$ cat config.mk
export PLATFORM = sky130hd
export DESIGN_NAME = instr_encoder_loader
export DESIGN_NICKNAME = d
export VERILOG_FILES = /design/src/rtl/instr_encoder_loader.sv
export SDC_FILE = /design/constraint.sdc
export NUM_CORES = 1
export LEC_CHECK = 0
export ABC_AREA = 1
export CORE_UTILIZATION = 50
export DETAILED_ROUTE_END_ITERATION = 6
export DONT_BUFFER_PORTS = 1
export GPL_TIMING_DRIVEN = 0
export MAX_ROUTING_LAYER = met4
export PLACE_DENSITY = 0.68
export SLEW_MARGIN = 20
export SYNTH_ARGS = -nofsm -noshare
export SYNTH_HDL_FRONTEND = slang
export SYNTH_SLANG_ARGS = --single-unit
export TNS_END_PERCENT = 10
$ cat constraint.sdc
create_clock -name clk_i -period 1.3 [get_ports clk_i]
set_input_delay 0.13 -clock clk_i [delete_from_list [all_inputs] [get_ports clk_i]]
set_output_delay 0.13 -clock clk_i [all_outputs]
set_load 0.02 [all_outputs]
$ cat src/rtl/instr_encoder_loader.sv
// Program-loader path: encodes symbolic MIPS instruction requests into 32-bit words
// and writes them sequentially into instruction memory before the CPU leaves reset.
module instr_encoder_loader #(
  parameter int          DEPTH     = 32,
  parameter logic [31:0] BASE_ADDR = 32'h0
) (
  input  logic                         clk_i,
  input  logic                         rst_i,
  input  logic                         start_i,
  input  logic                         req_valid_i,
  output logic                         req_ready_o,
  input  logic [2:0]                   kind_i,
  input  logic                         last_i,
  input  logic [4:0]                   rs_i,
  input  logic [4:0]                   rt_i,
  input  logic [4:0]                   rd_i,
  input  logic [5:0]                   funct_i,
  input  logic [15:0]                  imm_i,
  output logic                         wr_en_o,
  output logic [31:0]                  wr_addr_o,
  output logic [31:0]                  wr_data_o,
  output logic [$clog2(DEPTH+1)-1:0]   words_o,
  output logic                         done_o,
  output logic                         err_o
);

  // state  | meaning
  // S_IDLE | out of reset, waiting for start_i
  // S_LOAD | accepting requests, one memory write per legal request
  // S_DONE | session finished (last request seen or memory full)

  localparam int            W       = $clog2(DEPTH+1);
  localparam logic [W-1:0]  DEPTH_W = W'(DEPTH);

  typedef enum logic [1:0] {S_IDLE, S_LOAD, S_DONE} state_t;

  state_t         state_q, state_d;
  logic [W-1:0]   words_q;
  logic           xfer;
  logic           legal;
  logic           full_next;
  logic [31:0]    enc_word;

  assign req_ready_o = (state_q == S_LOAD) && (words_q < DEPTH_W);
  assign xfer        = req_valid_i && req_ready_o;
  assign legal       = (kind_i != 3'd7);
  assign full_next   = ((words_q + W'(1)) == DEPTH_W);
  assign done_o      = (state_q == S_DONE);
  assign words_o     = words_q;

  always_comb begin
    enc_word = 32'h0;
    case (kind_i)
      3'd0:    enc_word = {6'b000000, rs_i, rt_i, rd_i, 5'b00000, funct_i};
      3'd1:    enc_word = {6'b001000, rs_i, rt_i, imm_i};
      3'd2:    enc_word = {6'b000100, rs_i, rt_i, imm_i};
      3'd3:    enc_word = {6'b001011, rs_i, rt_i, imm_i};
      3'd4:    enc_word = {6'b001111, 5'b00000, rt_i, imm_i};
      3'd5:    enc_word = {6'b001101, rs_i, rt_i, imm_i};
      3'd6:    enc_word = {6'b000101, rs_i, rt_i, imm_i};
      default: enc_word = 32'h0;
    endcase
  end

  always_comb begin
    state_d = state_q;
    case (state_q)
      S_IDLE:  if (start_i) state_d = S_LOAD;
      // an illegal request only ends the session when flagged last
      S_LOAD:  if (xfer && (last_i || (legal && full_next))) state_d = S_DONE;
      S_DONE:  if (start_i) state_d = S_LOAD;
      default: state_d = S_IDLE;
    endcase
  end

  always_ff @(posedge clk_i) begin
    if (!rst_i) state_q <= S_IDLE;
    else        state_q <= state_d;
  end

  always_ff @(posedge clk_i) begin
    if (!rst_i) begin
      wr_en_o   <= 1'b0;
      wr_addr_o <= 32'h0;
      wr_data_o <= 32'h0;
      words_q   <= '0;
      err_o     <= 1'b0;
    end else begin
      wr_en_o <= 1'b0;
      err_o   <= 1'b0;
      if (xfer) begin
        if (legal) begin
          wr_en_o   <= 1'b1;
          wr_addr_o <= BASE_ADDR + (32'(words_q) << 2);
          wr_data_o <= enc_word;
          words_q   <= words_q + W'(1);
        end else begin
          err_o <= 1'b1;
        end
      end else if ((state_q != S_LOAD) && start_i) begin
        words_q <= '0;
      end
    end
  end

endmodule

==> results.yml <==
sta:
  setup_viol: 43
  maxSlewHeadroom: 0.597
  max_slew.worst_pin.slew_ps: 599
  slew_violations: 0
  max_freq_mhz: 677
  clock_skew_ps: 5.06
  hold_viol: 1
  rsz0062_at_grt: "yes"
  hold_ws_ps: -5.83
  fin_crit_sh: 1.14
  setup_slack_ps: -178
  min_period_ps: 1480
power:
  cellLeakagePower_uw: 0.00130
  cellPowerDensity_nw_per_um2: 1120
  power_switching_uw: 971
  pwr-share-clk: 0.322
  seqPwrFrac: 0.500
  ir_worst_vdd_mv: 0.637
  swShare: 0.296
  finalPower_uw: 3280
  intPower_uw: 2310
  p_comb_frac: 0.177
cts:
  cts_tree: "done"
  cts_num_sinks: 46
  clk_pin_slew_ps: 80
  ctsLongestPathBuffers: 2
  htree_levels: 2
  clock-root-buffer: "clkbuf_8"
  cts-buffers-inserted: 5
  clk_latency_ps: 300
synthesis:
  syn-cell-area_um2: 2190
  synth-seq-cells: 46
  yosysWarningCount: 0
  synth-seq-area-share: 0.420
  ys.flop_type: "dfxtp_1"
  synth.avg_cell_area_um2: 7.62
  synth_top_area_frac: 0.420
  ys_types: 28
  yosysTopAreaCell: "dfxtp_1"
  synth_edf_count: 0
  synthCells: 288
  synth_area_leaders: "dfxtp_1 42%, buf_4 9.6%, nand2_1 9.2%"
  async_flop_share: 0
finish:
  seq_area_um2: 936
  multiInputGateArea_um2: 1090
  fin_nets: 405
  utilization: 0.714
  final_cell_area_um2: 2940
  fin_cells: 409
  drive_above_1_share: 0.240
  area_growth_pct: 33.9
  diodes: 0
  fillers: 333
setup_path:
  critical_path.top_delay_family: "simple AND/OR/NAND/NOR gates"
  slowest_delay_ps: 340
  critPathMaxFanout: 10
  r2r_cells: 9
  crit_chain: "inv_2 -> nand2_4 -> nor2_4 -> nand2_4 -> nor2_8 -> inv_6 -> buf_8 -> a21oi_1 -> a21oi_1"
  start_kind: "flop"
  crit_buf_inv: 3
  crit_type: "reg2reg"
  regToRegSetupSlack_ps: -180
  cp.depth: 9
  worstPathRequired_ps: 1490
  arrival_ps: 1670
  endpoint_kind: "flop"
  crit_slowest_cell: "dfxtp_2"
routing:
  first_pass_iters: 4
  via_count: 2065
  routedWlPerCell_um: 14.2
  drt_iter0_markers: 98
  drtAntennaViolNets: 0
  drc: 0
  drt_wl_total_um: 5820
  viasPerCell: 5.05
floorplanning:
  die_h_um: 68.3
  pin_count: 119
  die_x_um: 68.3
  fp.coreArea_um2: 4120
  start_util: 0.533
  rows: 23
  dieArea_um2: 4660
global_route:
  grt_pass1_wl_um: 8220
  grt.overflow.total: 0
  grt_max_degree: 15
  antenna_found_initial: 0
  grt_pass1_vias: 1815
  grtUsageTotal: 0.250
placement:
  routabilityCongestion: 0.834
  placed_cells: 365
  dpl.hpwl_um: 3660
  port_buffers: 0
  dpl-instance-area_um2: 2360
run_status:
  status: "finished, violations left"
  violations: "hold timing, setup timing"
hold_path:
  hold_depth: 2
  worst_hold_path_type: "in2reg"
job:
  maxCapViolCount: 0
metal layers:
metal / GRT usage / part of all wire / up-vias
li1: - / - / 1030
met1: 0.282 / 0.40 / 918
met2: 0.401 / 0.49 / 105
met3: 0.0900 / 0.089 / 12
met4: 0.0964 / 0.020 / 0
met5: - / 0 / -
power by group through the flow:
stage / sequential, uW / clock, uW / combinational [uW]
4_1_cts: 1640 / 1090 / 553
6_report: 1640 / 1060 / 583
5_1_grt: 1650 / 1150 / 641
3_3_place_gp: 1670 / 0 / 442
2_1_floorplan: 1650 / 0 / 389
3_5_place_dp: 1670 / 0 / 448
area by class of cell:
cell class / count / share of cell area
clock buffer: 6 / 0.0247
multi-input combinational: 209 / 0.370
sequential: 46 / 0.318
clock inverter: 2 / 0.0128
inverter: 19 / 0.0260
timing repair buffer: 35 / 0.118
buffer: 42 / 0.108
tap: 50 / 0.0213
metrics by stage:
stage / TNS, ps / worst slack, ps
2_1_floorplan: -824 / -60.1
3_3_place_gp: -5510 / -199
3_5_place_dp: -6340 / -221
4_1_cts: -5210 / -168
5_1_grt: -7340 / -245
6_report: -3920 / -178
cell families (layout without fill, tap and decap cells):
group / count (synthesis) / count (layout) / share of synthesized area
compound gates: 74 / 74 / 0.172
buf+inv: 61 / 104 / 0.177
simple gates: 103 / 104 / 0.214
mux: 1 / 1 / 0.00456
flops: 46 / 46 / 0.420
fa+ha+maj: 2 / 2 / 0.0114
other cells: 1 / 28 / 0.00171
registers in the layout, summed over array words and instances, names as in the netlist:
| name | flops |
|---|---|
| wr_data_o | 30 |
| words_o | 6 |
| wr_addr_o | 6 |
| state_q | 2 |
| err_o | 1 |
| wr_en_o | 1 |
cells in the final DEF (no fill, tap or decap), types with 2 or more instances in the layout:
cell type      instances
nor2_2                 3
o21ai_1               10
dlygate4sd3_1         34
nor2_4                 4
nand3_2                2
nand2_4                2
nand2_1               50
inv_2                  2
nor2_1                16
conb_1                28
o21ai_0               20
buf_4                 30
a21oi_1               28
dfxtp_1               38
clkbuf_1               5
a31oi_1                2
nand4_1                2
nand3_1               18
a21oi_2               12
buf_2                  2
buf_6                  5
clkbuf_8               5
inv_1                 16
dfxtp_2                6
nand2_2                4
dfxtp_4                2
synth_stat cells, types with 2 or more instances:
library cell	count
buf_6	6
o21ai_0	27
nor2_4	3
nand2_1	54
ha_1	2
nand4_1	2
nand3_1	20
buf_4	28
clkbuf_1	4
dfxtp_1	46
o21ai_1	3
nor2_1	19
buf_2	3
a31oi_1	2
a21oi_1	40
inv_1	17
final timing paths:
check	from	end
worst max-delay path	state_q[1]	wr_data_o[12]
worst min-delay path	rd_i[2]	wr_data_o[13]
worst max register to register	state_q[1]	wr_data_o[12]
worst min register to register	state_q[1]	state_q[1]
what timing repair did:
item	CTS	global route
buffers inserted	1	0
pin swaps	4	11
hold buffers	33	1
endpoints found under the setup margin	45	45
endpoints found under the hold margin	27	1
gates resized for setup	22	20
gates cloned	1	0
(Power assumes the default switching activity.)
